--- src/rtl/rv32i_pkg.sv ---
// Shared RV32I front-end definitions: datapath width, canonical NOP and the
// fetch-to-decode entry layout.
package rv32i_pkg;

  localparam int XLEN = 32;
  localparam logic [XLEN-1:0] NOP_INSTR = 32'h0000_0013;

  typedef struct packed {
    logic [XLEN-1:0] pc;
    logic [XLEN-1:0] instr;
    logic            pc_error;
  } if_id_entry_t;

endpackage

--- src/rtl/en_ff.sv ---
// Enable flop cell: captures d on a rising edge when en is high, else holds.
module en_ff #(
  parameter int W = 1
) (
  input  logic         clk,
  input  logic         en,
  input  logic [W-1:0] d,
  output logic [W-1:0] q
);

  always_ff @(posedge clk) begin
    if (en) q <= d;
  end

endmodule

--- src/rtl/if_id_skid_buffer.sv ---
// Two-entry valid/ready buffer between fetch and decode; flush drops all
// wrong-path entries, errored entries are presented to decode as a NOP.
import rv32i_pkg::*;

module if_id_skid_buffer #(
  parameter int              XLEN      = rv32i_pkg::XLEN,
  parameter logic [XLEN-1:0] NOP_INSTR = rv32i_pkg::NOP_INSTR
) (
  input  logic            decode_clk,
  input  logic            decode_rst,
  input  logic            in_valid,
  input  logic [XLEN-1:0] in_instr,
  input  logic [XLEN-1:0] in_pc,
  input  logic            in_pc_error,
  output logic            in_ready,
  input  logic            flush,
  output logic            out_valid,
  output logic [XLEN-1:0] out_instr,
  output logic [XLEN-1:0] out_pc,
  output logic            out_pc_error,
  input  logic            out_ready,
  output logic [1:0]      fill_level,
  output logic            err_seen
);

  logic [1:0]   count_q, count_d;
  logic         wptr_q, wptr_d;
  logic         rptr_q, rptr_d;
  logic         err_seen_q, err_seen_d;
  logic         push, pop;
  if_id_entry_t wr_entry;
  if_id_entry_t head;
  if_id_entry_t entry_q [2];

  assign wr_entry = '{pc: in_pc, instr: in_instr, pc_error: in_pc_error};

  for (genvar i = 0; i < 2; i++) begin : g_entry
    en_ff #(.W($bits(if_id_entry_t))) u_entry (
      .clk (decode_clk),
      .en  (push && (wptr_q == 1'(i))),
      .d   (wr_entry),
      .q   (entry_q[i])
    );
  end

  assign head = entry_q[rptr_q];

  // Handshake depends only on registered state and reset, never on out_ready.
  assign in_ready   = (count_q != 2'd2) && decode_rst;
  assign out_valid  = (count_q != 2'd0) && decode_rst;
  assign fill_level = decode_rst ? count_q : 2'd0;
  assign err_seen   = err_seen_q;

  assign push = in_valid && in_ready && !flush;
  assign pop  = out_valid && out_ready && !flush;

  always_comb begin
    out_instr    = NOP_INSTR;
    out_pc       = '0;
    out_pc_error = 1'b0;
    if (out_valid) begin
      out_pc       = head.pc;
      out_pc_error = head.pc_error;
      if (!head.pc_error) out_instr = head.instr;
    end
  end

  always_comb begin
    count_d    = count_q;
    wptr_d     = wptr_q;
    rptr_d     = rptr_q;
    err_seen_d = err_seen_q || (pop && head.pc_error);
    if (flush) begin
      count_d = 2'd0;
      wptr_d  = 1'b0;
      rptr_d  = 1'b0;
    end else begin
      if (push) wptr_d = ~wptr_q;
      if (pop)  rptr_d = ~rptr_q;
      case ({push, pop})
        2'b10:   count_d = count_q + 2'd1;
        2'b01:   count_d = count_q - 2'd1;
        default: count_d = count_q;
      endcase
    end
  end

  always_ff @(posedge decode_clk) begin
    if (!decode_rst) begin
      count_q    <= 2'd0;
      wptr_q     <= 1'b0;
      rptr_q     <= 1'b0;
      err_seen_q <= 1'b0;
    end else begin
      count_q    <= count_d;
      wptr_q     <= wptr_d;
      rptr_q     <= rptr_d;
      err_seen_q <= err_seen_d;
    end
  end

endmodule

--- config.mk ---
export PLATFORM = sky130hd
export DESIGN_NAME = if_id_skid_buffer
export DESIGN_NICKNAME = d
export VERILOG_FILES = /design/src/rtl/rv32i_pkg.sv /design/src/rtl/en_ff.sv /design/src/rtl/if_id_skid_buffer.sv
export SDC_FILE = /design/constraint.sdc
export NUM_CORES = 1
export LEC_CHECK = 0
export BUFFER_PORTS_ARGS = -buffer_cell sky130_fd_sc_hd__buf_2
export CORE_MARGIN = 10
export CORE_UTILIZATION = 58
export CTS_BUF_LIST = sky130_fd_sc_hd__clkbuf_8
export DETAILED_ROUTE_END_ITERATION = 10
export PLACE_DENSITY = 0.87
export SYNTH_ARGS = -nofsm -noshare
export SYNTH_HDL_FRONTEND = slang
export SYNTH_SLANG_ARGS = --single-unit
--- constraint.sdc ---
create_clock -name decode_clk -period 13.8 [get_ports decode_clk]
set_clock_uncertainty 0.05 [all_clocks]
set_input_delay 2.76 -clock decode_clk [delete_from_list [all_inputs] [get_ports decode_clk]]
set_output_delay 2.76 -clock decode_clk [all_outputs]
set_load 0.02 [all_outputs]
======== Word-level counts from Yosys, hierarchy flattened ========
Cells that the tools add are included.
operators by class
  reduce and logical (&&, ||, !) cells .... 14
  bitwise logic cells ..................... 4
  equality and inequality tests ........... 3
  add/sub/neg operators ................... 2
  order comparisons ....................... 1
  multiplexer cells ....................... 9
operators with widths
  operator                                          number
  2-to-1 mux 65 bit                                 3
  2-to-1 mux 32 bit                                 3
  logical AND 1 bit                                 9
  case mux 2 bit (2 select lines)                   1
  nonzero test 2 bit                                2
  NOT 1 bit                                         3
  adder 2 x 1 -> 2 bit, second input constant       1
  == test 2 x 1 -> 1 bit, second input constant     1
  == test 2 bit, second input constant              1
  >= comparator 2 bit, second input constant        1
  2-to-1 mux 2 bit                                  1
  inequality test 2 bit, second input constant      1
  NOT 1 -> 2 bit                                    1
  OR reduction 2 bit                                1
  subtractor 2 x 1 -> 2 bit, second input constant  1
  zero test 1 bit                                   1
  logical OR 1 bit                                  1
  2-to-1 mux 1 bit                                  1
storage, ports and cells
  bits in registers ....................... 135
  output and inout bits ................... 70
  bits of input ports ..................... 70
  logic and storage cells ................. 39

======== Depth between registers and ports, before layout ========
  depth in word-level cells ............... 6
  mapped depth ............................ 7
  gate-level depth less buffers ........... 7

======== By module ========
From an unflattened synthesis, not the netlist that was laid out.
second synthesis, totals
  cells, all modules ...................... 308
  area total of the unflattened synthesis .. 5196.2 um2
by module, submodules not included
  module             cells each  times used  area an instance (um2)  sequential area each (um2)
  en_ff              65          2           1951.9                  1951.9
  if_id_skid_buffer  178         1           1292.5                  100.1

======== Least setup slack after synthesis ========
No wires, ideal clock.
  path type ............................... input -> register
  start point ............................. input port flush
  end point ............................... register g_entry[0].u_entry.q[0] (enable)
  setup slack ............................. 7375 ps
  setup time .............................. 489 ps
  cell stages on the path ................. 3
  arrival ................................. 5887 ps
  required time ........................... 13261 ps
  buffers on the path ..................... 0
  cells stage by stage .................... and2b_1 nand3_1 nor2_1
on the way
  cells in the longest elaborated chain, start to end .. 3
RTL lines
  element                    line                     source
  start: declaration         if_id_skid_buffer.sv:16  input logic flush,
  zero test 1 bit            if_id_skid_buffer.sv:54  assign push = in_valid && in_ready && !flush;
  logical AND 1 bit          if_id_skid_buffer.sv:54
  logical AND 1 bit          if_id_skid_buffer.sv:40  .en (push && (wptr_q == 1'(i))),
  via g_entry[0].u_entry.en  en_ff.sv:6               input logic en,
  end signal: assignment     en_ff.sv:12              if (en) q <= d;
  end: declaration           en_ff.sv:8               output logic [W-1:0] q
The timed path passes the listed nets, and every way through them passes these cells.
A chain may end at the register's enable or synchronous reset.

======== Final worst setup path ========
  start point ............................. input port decode_rst
  end point ............................... output port out_instr[2]
on the way
  cells in the longest elaborated chain, start to end .. 2
RTL lines
  element             line                     source
  start: declaration  if_id_skid_buffer.sv:10  input logic decode_rst,
  logical AND 1 bit   if_id_skid_buffer.sv:50  assign out_valid = (count_q != 2'd0) && decode_rst;
  2-to-1 mux 32 bit   if_id_skid_buffer.sv:61  if (out_valid) begin
  end: declaration    if_id_skid_buffer.sv:18  output logic [XLEN-1:0] out_instr,
Every way passes these cells.

==> metrics.cfg <==
[run_status]
outcome = finished, final reports clean

[drt]
ant_nets = 0
avgRoutedWirePerCell_um = 18.9
via_per_inst = 5.29
drc = 0
dr.pass1.iters = 4
wl_um = 10800
via_count = 3029
drtIter0Drc = 204

[cts]
cts_buffers = 17
cts.sinks = 135
path_clk_slew_ns = 0.07
ctsHtreeMaxLevel = 4
ctsHoldBuffers = 0
clock_latency_ns = 0.42
clk_path_buf_depth = 2
cts_tree = yes
post_cts_resized = 0
postCtsSetupBuffers = 0
cts_root_buf = clkbuf_8

[grt]
antenna_found_initial = 1
grt_max_degree = 68
grtUsageTotal_pct = 16.8
grt-ovfl-total = 0
grt_pass1_wl_um = 16900
grt_pass1_vias = 3271

[synthesis]
synth_most_common_cell = edfxtp_1
synthTopCellsByCount = 130 x edfxtp_1, 66 x mux2i_1, 65 x nor2_1
synth_fa_ha_area_share_pct = 0.241
ys.flop_type = edfxtp_1
synth_area_leaders = edfxtp_1 75%, mux2i_1 13%, nor2_1 4.7%
ys_warn_count = 0
postSynth.asyncResetShare_pct = 0
synth_top_area_share_pct = 75.1
synth-simple-area-share_pct = 6.28
synth_edf_count = 130
synth_xor_area_share_pct = 0.337
postSynthAreaPerCell_sq_um = 16.9
yosysTopAreaCell = edfxtp_1
synth_compound_area_share_pct = 0.746
syn_inst = 308
synth_seq_cells = 135
ys_seq_area_share_pct = 77.1
synth_top_family_by_area = multiplexers
synth_nets = 379
synth_area_sq_mm = 0.00520
synth.area.mux_share_pct = 13.1
ys_types = 25

[power]
leakage_uw = 0.00240
p_per_area_mw_per_mm2 = 133
peakVddDrop_v = 0.000103

[place]
portBuffers = 139
gp_congestion = 0.711
dp_cells = 542
hpwl_um = 7300

[critical_path]
path_cells = buf_2, o21ai_4, inv_2, nand2_2, nor2_1, buf_2
worst-path-max-fanout = 34
path_depth = 6
critPathKind = in2out
cpPeakStageDelay_ns = 0.47
crit_start = decode_rst
rr_startpoint = count_q[0]
crit_top_cell = buf_2
cp_data_required_time_ns = 10.99
path_buf_inv = 3
cp_top_family = simple AND/OR/NAND/NOR gates
startpoint_type = input pin
end_kind = output port
slowest_stage = nand2_2
worstPathArrival_ns = 4.18
worst_r2r_path_depth = 4

[sta]
rsz0062_at_grt = false
clock.fmax_mhz = 143
tightest_slew_ns = 1.18
fin_crit_sh_pct = 50.6
hold_violations = 0
layout_min_cycle_time_ns = 6.99
setup_violations = 0
maxSlewHeadroom_pct = 21.3
maxSlewViolCount = 0
tns_ns = 0

[final_layout]
diodes = 0
final_util_pct = 73.5
nets = 524
area_growth_pct = 23.4
fin_cells = 573
drive_above_1_share_pct = 38.3

[floorplanning]
core_area_sq_mm = 0.00872
ios = 140
die_w_um = 115
die_area_sq_mm = 0.0131
start_util_pct = 59.6
num_rows = 34
die_h_um = 115

[worst_hold_path]
timing.hold.worst_path_depth = 1
worstHoldStart = wptr_q
min_path_type = reg2reg

[job]
cap_violations = 0

-- cell usage in the layout, fill, tap and decap left out, drive strengths merged, types with 4 or more instances in the layout --
cell type	n
nand3	4
buf	141
nor2	65
mux2i	67
nand2	4
dfxtp	5
inv	9
edfxtp	130
bufinv	5
clkbuf	17
-- final cells by class --
cell class | instances | area, sq um
flip-flops and latches | 135 | 4010
fillers | 552 | 2310
multi-input cells | 155 | 1090
repair buffers | 141 | 711
clock buffers | 17 | 234
clock inverters | 14 | 221
well taps | 108 | 135
inverters | 3 | 11.3
-- final timing paths --
check	end	slack (ns)
setup / recovery	out_instr[2]	6.81
setup reg to reg	g_entry[0].u_entry.q[28]	11.21
hold reg to reg	wptr_q	0.47
hold / removal	wptr_q	0.47
-- state kept, by name, indices dropped and copies added (netlist names) --
| register | flops |
|---|---|
| err_seen | 1 |
| wptr_q | 1 |
| g_entry.u_entry.q | 130 |
| count_q | 2 |
| rptr_q | 1 |
-- layer usage --
layer  GRT usage [%]  vias to the layer above  part of all wire [%]
met5               0                        -                     0
met4            6.52                        0                   1.4
met3            8.49                       13                    10
met2            27.2                      123                    50
met1            18.4                     1471                    39
li1                -                     1422                     -
-- logic make-up (layout without fill, tap and decap cells) --
group / after synthesis / in the layout
DFF: 135 / 135
and+or+nand+nor: 80 / 80
muxes: 67 / 67
buffers and inverters: 18 / 175
AOI/OAI and AO/OA: 5 / 5
xor gates and xnor gates: 2 / 2
adders and majority gates: 1 / 1
-- power breakdown --
| part | total (uW) | leakage, uW | internal (uW) | switching, uW |
|---|---|---|---|---|
| sequential | 460 | 0.00122 | 457 | 2.90 |
| clock | 367 | 0.000225 | 217 | 151 |
| combinational | 27.8 | 0.000952 | 11.8 | 16.0 |
-- worst reg2reg max path, cell delays in order (launching register included) --
cell and delay (ns):
dfxtp_1 0.49, nand2b_1 0.16, nand3_1 0.25, nor2_4 0.65, buf_4 0.59
-- per-stage QoR --
step                      power (uW)  instance area [sq um]  setup WS (ns)  hold WS, ns
after CTS                        862                   6410           6.78        0.473
after detailed placement         497                   5960           6.77        0.455
after global placement           495                   5960           6.84        0.438
final                            855                   6410           6.81        0.471
after floorplan                  481                   5200           7.37        0.400
after global routing             883                   6410           6.64        0.514
No activity file was read; power rests on OpenSTA's default activity.
